`config.mk`:
```
export PLATFORM = sky130hd
export DESIGN_NAME = control_cuenta1
export DESIGN_NICKNAME = d
export VERILOG_FILES = /design/src/rtl/control_cuenta1_pkg.sv /design/src/rtl/control_cuenta1_temporizador.sv /design/src/rtl/control_cuenta1.sv
export SDC_FILE = /design/constraint.sdc
export NUM_CORES = 1
export LEC_CHECK = 0
export CAP_MARGIN = 20
export CORE_ASPECT_RATIO = 0.8
export CORE_MARGIN = 2
export CORE_UTILIZATION = 45
export CTS_BUF_LIST = sky130_fd_sc_hd__clkbuf_16
export DETAILED_ROUTE_END_ITERATION = 7
export GPL_ROUTABILITY_DRIVEN = 0
export MAX_ROUTING_LAYER = met4
export PLACE_DENSITY = 0.83
export SKIP_LAST_GASP = 1
export SYNTH_ARGS = -nofsm -noshare
export SYNTH_HDL_FRONTEND = slang
export SYNTH_HIERARCHICAL = 1
export SYNTH_SLANG_ARGS = --single-unit
export TNS_END_PERCENT = 100
```
`constraint.sdc`:
```
create_clock -name clk -period 1.6 [get_ports clk]
set_input_delay 0.24 -clock clk [delete_from_list [all_inputs] [get_ports clk]]
set_output_delay 0.24 -clock clk [all_outputs]
set_load 0.01 [all_outputs]
```
`src/rtl/control_cuenta1_pkg.sv`:
```
// Shared definitions for the cuenta1 initiator: widths, state encoding,
// default timeout and the capture check.
package control_cuenta1_pkg;

    localparam int W_VALOR     = 3;
    localparam int W_CUENTA    = 4;
    localparam int W_SUMA      = 7;
    localparam int TIMEOUT_DEF = 16;

    typedef enum logic [1:0] {
        REPOSO = 2'd0,
        LANZA  = 2'd1,
        ESPERA = 2'd2,
        FIN    = 2'd3
    } estado_t;

    // A capture is correct when the counter echoes the value it was given.
    function automatic logic coincide(input logic [W_CUENTA-1:0] cuenta,
                                      input logic [W_VALOR-1:0]  valor);
        return cuenta == {1'b0, valor};
    endfunction

endpackage

```
`src/rtl/control_cuenta1_temporizador.sv`:
```
// Watchdog for the ESPERA state: counts enabled cycles and flags the one on
// which the count reaches TIMEOUT.
module temporizador
    import control_cuenta1_pkg::*;
#(
    parameter int TIMEOUT = TIMEOUT_DEF
) (
    input  logic clk,
    input  logic reset,
    input  logic borrar,
    input  logic habilitar,
    output logic vencido
);

    localparam int CW = $clog2(TIMEOUT + 1);

    logic [CW-1:0] cnt;

    // Saturates at TIMEOUT so a long idle wait never wraps back to zero.
    always_ff @(posedge clk or posedge reset) begin
        if (reset) begin
            cnt <= '0;
        end else if (borrar) begin
            cnt <= '0;
        end else if (habilitar && (cnt != CW'(TIMEOUT))) begin
            cnt <= cnt + 1'b1;
        end
    end

    assign vencido = habilitar && (cnt == CW'(TIMEOUT - 1));

endmodule

```
`src/rtl/control_cuenta1.sv`:
```
// Sweeps valor 0..limite through a cuenta1 counter, checking and summing
// every result and aborting an item whose fin never arrives.
module control_cuenta1
    import control_cuenta1_pkg::*;
#(
    parameter int TIMEOUT = TIMEOUT_DEF
) (
    input  logic                clk,
    input  logic                reset,
    input  logic                ir,
    input  logic [W_VALOR-1:0]  n_valores,
    output logic [W_VALOR-1:0]  valor,
    output logic                start,
    input  logic [W_CUENTA-1:0] cuenta,
    input  logic                fin,
    output logic                ocupado,
    output logic                hecho,
    output logic [W_SUMA-1:0]   suma,
    output logic [W_CUENTA-1:0] ultima,
    output logic                error
);

    estado_t              estado;
    estado_t              estado_sig;
    logic [W_VALOR-1:0]   limite;
    logic                 start_sig;
    logic                 hecho_sig;
    logic                 vencido;
    logic                 borrar_tmp;
    logic                 habilitar_tmp;

    always_ff @(posedge clk or posedge reset) begin
        if (reset) begin
            estado <= REPOSO;
        end else begin
            estado <= estado_sig;
        end
    end

    // The end-of-sweep test precedes the increment, so valor never wraps.
    always_comb begin
        estado_sig = estado;
        unique case (estado)
            REPOSO: if (ir) estado_sig = LANZA;
            LANZA:  estado_sig = ESPERA;
            ESPERA: begin
                if (fin) begin
                    estado_sig = (valor == limite) ? FIN : LANZA;
                end else if (vencido) begin
                    estado_sig = FIN;
                end
            end
            FIN:    estado_sig = REPOSO;
            default: estado_sig = REPOSO;
        endcase
    end

    always_comb begin
        start_sig = (estado_sig == LANZA);
        hecho_sig = (estado_sig == FIN);
    end

    always_ff @(posedge clk or posedge reset) begin
        if (reset) begin
            start <= 1'b0;
            hecho <= 1'b0;
        end else begin
            start <= start_sig;
            hecho <= hecho_sig;
        end
    end

    assign ocupado = (estado != REPOSO);

    assign borrar_tmp    = ((estado == REPOSO) && ir) || (estado == LANZA);
    assign habilitar_tmp = (estado == ESPERA) && !fin;

    temporizador #(
        .TIMEOUT (TIMEOUT)
    ) u_temporizador (
        .clk       (clk),
        .reset     (reset),
        .borrar    (borrar_tmp),
        .habilitar (habilitar_tmp),
        .vencido   (vencido)
    );

    // A timeout marks the sweep bad but leaves suma and ultima untouched.
    always_ff @(posedge clk or posedge reset) begin
        if (reset) begin
            limite <= '0;
            valor  <= '0;
            suma   <= '0;
            ultima <= '0;
            error  <= 1'b0;
        end else begin
            unique case (estado)
                REPOSO: begin
                    if (ir) begin
                        limite <= n_valores;
                        valor  <= '0;
                        suma   <= '0;
                        ultima <= '0;
                        error  <= 1'b0;
                    end
                end
                ESPERA: begin
                    if (fin) begin
                        ultima <= cuenta;
                        suma   <= suma + W_SUMA'(cuenta);
                        if (!coincide(cuenta, valor)) begin
                            error <= 1'b1;
                        end
                        if (valor != limite) begin
                            valor <= valor + 1'b1;
                        end
                    end else if (vencido) begin
                        error <= 1'b1;
                    end
                end
                default: begin
                end
            endcase
        end
    end

endmodule

```
* Word level (Yosys, flattened, before mapping) *
Cells that the tools add are included.

word-level totals
  flip-flop bits (word level) = 27
  input bits = 11
  output and inout port bits = 18

operators by class
  $add $sub $neg = 3
  equal/unequal tests = 15
  multiplexer cells = 22
  reduce and logical (&&, ||, !) cells = 14

operators with widths
  operator                                        number
  2-to-1 mux 7 bit                                2
  one-hot mux 7 bit (2 select lines)              1
  2-to-1 mux 5 bit                                2
  2-to-1 mux 3 bit                                3
  2-to-1 mux 2 bit                                4
  2-to-1 mux 4 bit                                2
  one-hot mux 2 bit (4 select lines)              1
  one-hot mux 4 bit (2 select lines)              1
  AND reduction 4 bit                             2
  adder 7 x 4 -> 7 bit                            1
  == test 2 bit (second input constant)           3
  one-hot mux 3 bit (2 select lines)              1
  nonzero test 2 bit                              3
  adder 5 x 1 -> 5 bit (second input constant)    1
  == test 5 x 4 -> 1 bit (second input constant)  1
  != test 5 bit (second input constant)           1
  == test 2 x 1 -> 1 bit (second input constant)  2
  == test 4 x 3 -> 1 bit                          1
  logical AND 1 bit                               4
  2-to-1 mux 1 bit                                4
  != test 2 bit (second input constant)           2
  adder 3 x 1 -> 3 bit (second input constant)    1
  == test 3 bit                                   1
  != test 3 x 2 -> 1 bit (second input constant)  1
  other kinds (9)                                 9

* Logic depth before layout (Yosys ltp) *
Gate-level depths: netlist (run 1).

  depth in word-level cells = 7
  gate-level depth with buffers = 8
  depth with buffers taken out = 8

* Cells and area by module *
The synthesis (run 1) kept the hierarchy.

modules (own cells, without submodules)
  module           times used  cells each  area each (µm²)  seq. area each (µm²)
  control_cuenta1  1           101         1,184.9          550.5
  temporizador     1           31          304.0            125.1

* Worst setup path before layout (run 1) *
No wires, ideal clock.

  kind = flip-flop to flip-flop
  from = register suma[0]
  to = register suma[4]
  arrival time = 1.642 ns
  required time = 1.504 ns
  path slack = -0.138 ns
  cell stages (with the launch flop) = 7
  path buffers = 0
  cells stage by stage = dfrtp_1 > ha_1 > fa_1 > a21o_1 > a21oi_1 > o211ai_1 > o31ai_1

between the ends
  word-level cells in the longest chain between the ends = 3

ends and longest elaborated chain
  what                                line                    RTL
  from (decl)                         control_cuenta1.sv:18   output logic [W_SUMA-1:0] suma,
  from (signal assigned)              control_cuenta1.sv:110  suma <= suma + W_SUMA'(cuenta);
  adder 7 x 4 -> 7 bit                control_cuenta1.sv:110
  2-to-1 mux 7 bit                    control_cuenta1.sv:108  if (fin) begin
  one-hot mux 7 bit (2 select lines)  control_cuenta1.sv:97   unique case (estado)

Every way passes these cells. The select of a mux whose other input is x is not followed.
A chain may end at the register's enable or synchronous reset.

* Worst setup path after layout (run 1) *
  from = register u_temporizador.cnt[0]
  to = register u_temporizador.cnt[2]

between the ends
  word-level cells in the longest chain between the ends = 3
  elaborated cells on any way between the ends = 6
  those cells by class = add/sub (1); eq/ne (1); mux (2); reduce/logical (2)

ends and longest elaborated chain
  what                                                           line                                                                    RTL
  from (decl)                                                    control_cuenta1_temporizador.sv:17                                      logic [CW-1:0] cnt;
  from (signal assigned)                                         control_cuenta1_temporizador.sv:26                                      cnt <= cnt + 1'b1;
  adder 5 x 1 -> 5 bit / != test 5 bit (equally long branches)   control_cuenta1_temporizador.sv:26, control_cuenta1_temporizador.sv:25
  2-to-1 mux 5 bit / logical AND 1 bit (equally long branches)   control_cuenta1_temporizador.sv:25                                      end else if (habilitar && (cnt != CW'(TIMEOUT))) begin
  2-to-1 mux 5 bit / nonzero test 2 bit (equally long branches)  --

Several ways; a longest one is shown, not always the timed one. The select of a mux whose other input is x is not followed.

==> results of run 1 <==
[power by group]
group          internal (W)  total, W  switching [W]
combinational      0.000975   0.00184       0.000862
sequential         0.000907   0.00112       0.000209
clock              0.000346  0.000603       0.000257
[final timing paths]
path,startpoint,slack (ns),depth (start not counted),end
hold reg to reg,ultima[2],0.51,1,ultima[2]
hold / removal,reset,0.20,2,u_temporizador/cnt[3]
max in group asynchronous,reset,1.01,3,suma[1]
min in group clk,cuenta[0],0.50,3,ultima[0]
setup reg to reg,u_temporizador/cnt[0],-0.07,7,u_temporizador/cnt[2]
setup / recovery,u_temporizador/cnt[0],-0.07,7,u_temporizador/cnt[2]
[flip-flops by register name, summed over array words and instances, names as in the netlist]
name and count:
hecho 1, limite 3, valor 3, start 1, estado 2, u_temporizador/cnt 5
error 1, ultima 4, suma 7
[layer usage]
layer	routed length, um	GRT usage, %	share of wire [%]
met4	24	2.86	0.62
met5	0	-	0
met2	2040	34.3	53
met1	1620	25.8	42
met3	152	4.28	4.0
[timing repair]
action	in CTS	in global routing
setup buffers	3	5
resized for setup	6	19
endpoints found under the setup margin	7	11
pin swaps	7	13
[logic make-up (layout without fill, tap and decap cells)]
kind of cell,Yosys count,count (layout),share of synthesized area (%)
compound gates,33,33,19.2
xor+xnor,8,8,4.71
fa+ha+maj,9,9,8.07
buf+inv,14,77,4.54
flops,27,27,45.4
mux,7,7,5.29
simple gates,34,34,12.8
[worst max-delay path, stage by stage (launching register included)]
cell and delay [ns]:
dfrtp_1 0.40, buf_6 0.14, inv_4 0.05, ha_4 0.11, inv_2 0.03, o41a_1 0.47, buf_6 0.16, a31o_4 0.20
[metrics by stage]
stage	util [%]	hold slack (ns)	power (W)	area [um2]	setup TNS, ns
final	70.8	0.198	0.00356	2220	-0.145
after global routing	70.8	0.222	0.00378	2220	-0.467
after CTS	67.3	0.200	0.00341	2110	-0.0972
after detailed placement	63.7	0.482	0.00276	1990	-1.70
after global placement	63.7	0.476	0.00266	1990	-1.23
after floorplan	-	0.0185	0.00202	1500	0
[layout by cell type, fill, tap and decap left out, types with 3 or more instances in the layout]
master,n
o21ai_1,4
buf_4,30
dfrtp_1,25
a22o_1,6
nor2_1,12
inv_1,8
nand2_1,5
nand4_1,3
mux2_1,3
mux2i_1,3
dlygate4sd2_1,3
xnor2_1,7
clkdlybuf4s50_1,25
ha_1,4
buf_6,3
a211oi_2,3
clkbuf_16,3
[cell type report]
cell class | instances | area (um2) | share of cell area (%)
tap | 40 | 50.0 | 2.26
timing repair buffer | 61 | 536 | 24.2
inverter | 12 | 50.0 | 2.26
clock buffer | 3 | 75.1 | 3.39
sequential | 27 | 678 | 30.6
multi-input combinational | 91 | 818 | 36.9
clock inverter | 1 | 8.76 | 0.395
==> flow_summary.toml, run 1 <==
[yosys]
synth.most_common_cell = "dfrtp_1"
synth_cell_types = 45
seq_area_frac_synth_pct = 45.4
avgSynthCellArea_um2 = 11.3
netlist_instances = 132
syn-cell-area_mm2 = 0.00149
synth_top_area_cell = "dfrtp_1"
synth_top_flop_cell = "dfrtp_1"
ys_seq_elements = 27
synth_common_cells = "dfrtp_1, nor2_1, inv_1, ha_1, xnor2_1"
synth_nets = 152
yosys_warnings = 6
async_reset_ff_share_pct = 100
synthTopCellsByArea = "dfrtp_1, ha_1, xnor2_1"
synth_top_area_share_pct = 45.4
synth_edf_count = 0

[timing]
skew_ns = 0.00707
rsz0062_at_grt = "yes"
min_period_ns = 1.67
worst_pin_slew_ns = 0.388
hold_viol_final = 0
clock.fmax_ghz = 0.599
final-max-slew-violation-count = 0
min_period_over_period_pct = 104
slew-limit-headroom_pct = 74.0
finalSetupViolations = 5
fin_ws_ns = -0.0695

[cells_and_area]
area_delta_synth_final_pct = 48.8
drive_gt1_share_pct = 34.9
finalNonFillerCells = 235
antennaDiodeCount = 0
nets = 216
final.fill_count = 219

[run_status]
violations = "setup timing"
status = "finished with violations"

[global_routing]
grt_pass1_wl_mm = 5.72
overflow = 0
antenna_found_initial = 0
grt_pass1_vias = 1260
grt_max_degree = 23
track_usage_pct = 20.4

[die]
rows = 18
io_pins = 29
dieWidth_um = 68.3
initial_core_util_pct = 47.6
dieArea_mm2 = 0.00379
core_area_mm2 = 0.00313
die_y_um = 55.5

[routing]
drt-pass1-iter-count = 4
vias = 1236
wl_per_cell_um = 16.3
drc_errors = 0
final_antenna_net_count = 0
wl_mm = 3.84
viasPerCell = 5.26
drt_iter0_markers = 46

[min_path]
hp-class = "in2async"

[clock_network]
cts.path.max_buffers = 2
cts-root-buf = "clkbuf_16"
cts-hold-fix-buffers = 0
clkTransAtPathRegs_ns = 0.07
htreeDepth = 1
cts_tree = "built"
cts_inserted_buffers = 3
clock_latency_ns = 0.27
cts.sinks = 27

[critical_path]
required_ns = 1.76
endpoint_kind = "flop"
cp_max_fo = 3
critPathLaunchType = "flop"
critical_path_class = "reg2reg"
worstPathArrival_ns = 1.83

[placed_design]
dp.cells = 223
dp_hpwl_mm = 2.70
numPortBuffers = 28
dpl_worst_slack_ns = -0.343

[job]
maxCapViolations = 0

[power_and_ir_drop]
ir_drop_uv = 871
power.density_mw_per_mm2 = 1610
p_leak_nw = 1.01
(Power assumes the default switching activity.)
==> inputs of run 2 (changes only) <==
--- a/config.mk
+++ b/config.mk
@@ -8,12 +8,12 @@
 export CAP_MARGIN = 20
 export CORE_ASPECT_RATIO = 0.8
 export CORE_MARGIN = 2
-export CORE_UTILIZATION = 45
+export CORE_UTILIZATION = 46
 export CTS_BUF_LIST = sky130_fd_sc_hd__clkbuf_16
 export DETAILED_ROUTE_END_ITERATION = 7
 export GPL_ROUTABILITY_DRIVEN = 0
 export MAX_ROUTING_LAYER = met4
-export PLACE_DENSITY = 0.83
+export PLACE_DENSITY = 0.84
 export SKIP_LAST_GASP = 1
 export SYNTH_ARGS = -nofsm -noshare
 export SYNTH_HDL_FRONTEND = slang
==> flow_summary.toml, run 2 (same netlist as run 1, synthesis figures left out) <==
[die]
die_y_um = 54.9
dieArea_mm2 = 0.00371
core_area_mm2 = 0.00309
rows = 18
initial_core_util_pct = 48.3
dieWidth_um = 67.6
io_pins = 29

[routing]
viasPerCell = 5.18
vias = 1218
final_antenna_net_count = 0
drc_errors = 0
drt-pass1-iter-count = 4
wl_mm = 3.50
drt_iter0_markers = 37
wl_per_cell_um = 14.9

[cells_and_area]
seqCellArea_um2 = 677
finalNonFillerCells = 235
top_register = "suma"
antennaDiodeCount = 0
drive_gt1_share_pct = 32.8
final_common_cell = "buf_4"
multi_input_area_um2 = 817
final.fill_count = 223
largest_reg_flops = 7
nets = 216
top_regs = "suma (7), u_temporizador/cnt (5), ultima (4)"
area_delta_synth_final_pct = 47.5
mostFrequentLayoutCells = "buf_4, dfrtp_1, clkdlybuf4s50_1"
post-route-cell-area_mm2 = 0.00220

[critical_path]
endpoint_kind = "flop"
cp_max_fo = 3
worstPathArrival_ns = 1.79
required_ns = 1.79
critical_path_class = "reg2reg"
critPathLaunchType = "flop"

[timing]
min_period_over_period_pct = 100
fin_ws_ns = -0.00424
hold_viol_final = 0
final-max-slew-violation-count = 0
clock.fmax_ghz = 0.623
skew_ns = 0.00412
setup_tns_ns = -0.0100
worst_pin_slew_ns = 0.300
finalSetupViolations = 3
slew-limit-headroom_pct = 79.9
min_period_ns = 1.60
rsz0062_at_grt = "yes"

[clock_network]
cts_inserted_buffers = 3
clkTransAtPathRegs_ns = 0.07
cts-root-buf = "clkbuf_16"
htreeDepth = 1
clock_latency_ns = 0.26
cts_tree = "built"
cts.sinks = 27
cts.path.max_buffers = 2

[placed_design]
dp.cells = 224
placed_cell_area_mm2 = 0.00200
dp_hpwl_mm = 2.67
dpl_worst_slack_ns = -0.371
numPortBuffers = 28

[global_routing]
track_usage_pct = 21.6
antenna_found_initial = 0
grt_max_degree = 23
grt_pass1_vias = 1321
overflow = 0
grt_pass1_wl_mm = 5.71

[run_status]
violations = "setup timing"
status = "finished with violations"

[min_path]
hp-class = "in2async"

[job]
maxCapViolations = 0

[power_and_ir_drop]
power.density_mw_per_mm2 = 1570
ir_drop_uv = 1010
p_leak_nw = 1.02
[run 2: cell types whose count changed in the layout (fill, tap and decap cells not counted), moves of 2 or more]
cell / delta
inv_4: -2
inv_1: +2
buf_6: -3
a211oi_2: -2
buf_4: +3
[run 2: timing repair]
action,4_1_cts,5_1_grt
gates resized for setup,5,12
setup buffers,4,3
hold buffers,0,0
endpoints found under the hold margin,0,0
pin swaps,4,10
setup endpoints to repair,7,10
[run 2: where the power goes]
part | internal, W | switching (W)
Clock | 0.000338 | 0.000237
Combinational | 0.000943 | 0.000803
Sequential | 0.000906 | 0.000215
Total | 0.00219 | 0.00126
[run 2: per-stage QoR]
step                util, %  hold WS, ns  total power, W
floorplan                 -       0.0185         0.00202
global placement       64.8        0.475         0.00266
detailed placement     64.8        0.487         0.00275
CTS                    68.5        0.220         0.00337
global route           71.2        0.260         0.00368
finish                 71.2        0.212         0.00344
[run 2: worst paths after layout]
path                                            start               endpoint  slack [ns]  cells after the start
min in group clk                            cuenta[0]              ultima[0]        0.50                      3
worst min-delay path                            reset  u_temporizador/cnt[4]        0.21                      2
worst max register to register  u_temporizador/cnt[0]                  error      -0.004                      8
worst max-delay path            u_temporizador/cnt[0]                  error      -0.004                      8
worst min register to register              ultima[1]              ultima[1]        0.50                      1
max in group asynchronous                       reset               valor[0]        0.99                      3
[run 2: cell type report]
class                           count  share of cell area, %
Clock buffer                        3                   3.42
Timing Repair Buffer               61                   24.0
Sequential cell                    27                   30.8
Clock inverter                      1                  0.228
Inverter                           12                   2.05
Tap cell                           40                   2.28
Multi-Input combinational cell     91                   37.2
[run 2: worst max-delay path: stages (launching register included)]
cell	delay [ns]
dfrtp_1	0.37
ha_2	0.19
and3_4	0.19
ha_4	0.12
and2_4	0.15
nor2_4	0.04
a211oi_4	0.22
o21ai_1	0.10
a21boi_1	0.14
[run 2: layer usage]
metal	global-route usage, %	up-vias	routed length, um
met5	-	-	0
met4	3.74	0	23
met3	4.32	4	141
met2	41.8	21	1880
met1	23.1	599	1450
li1	-	594	-
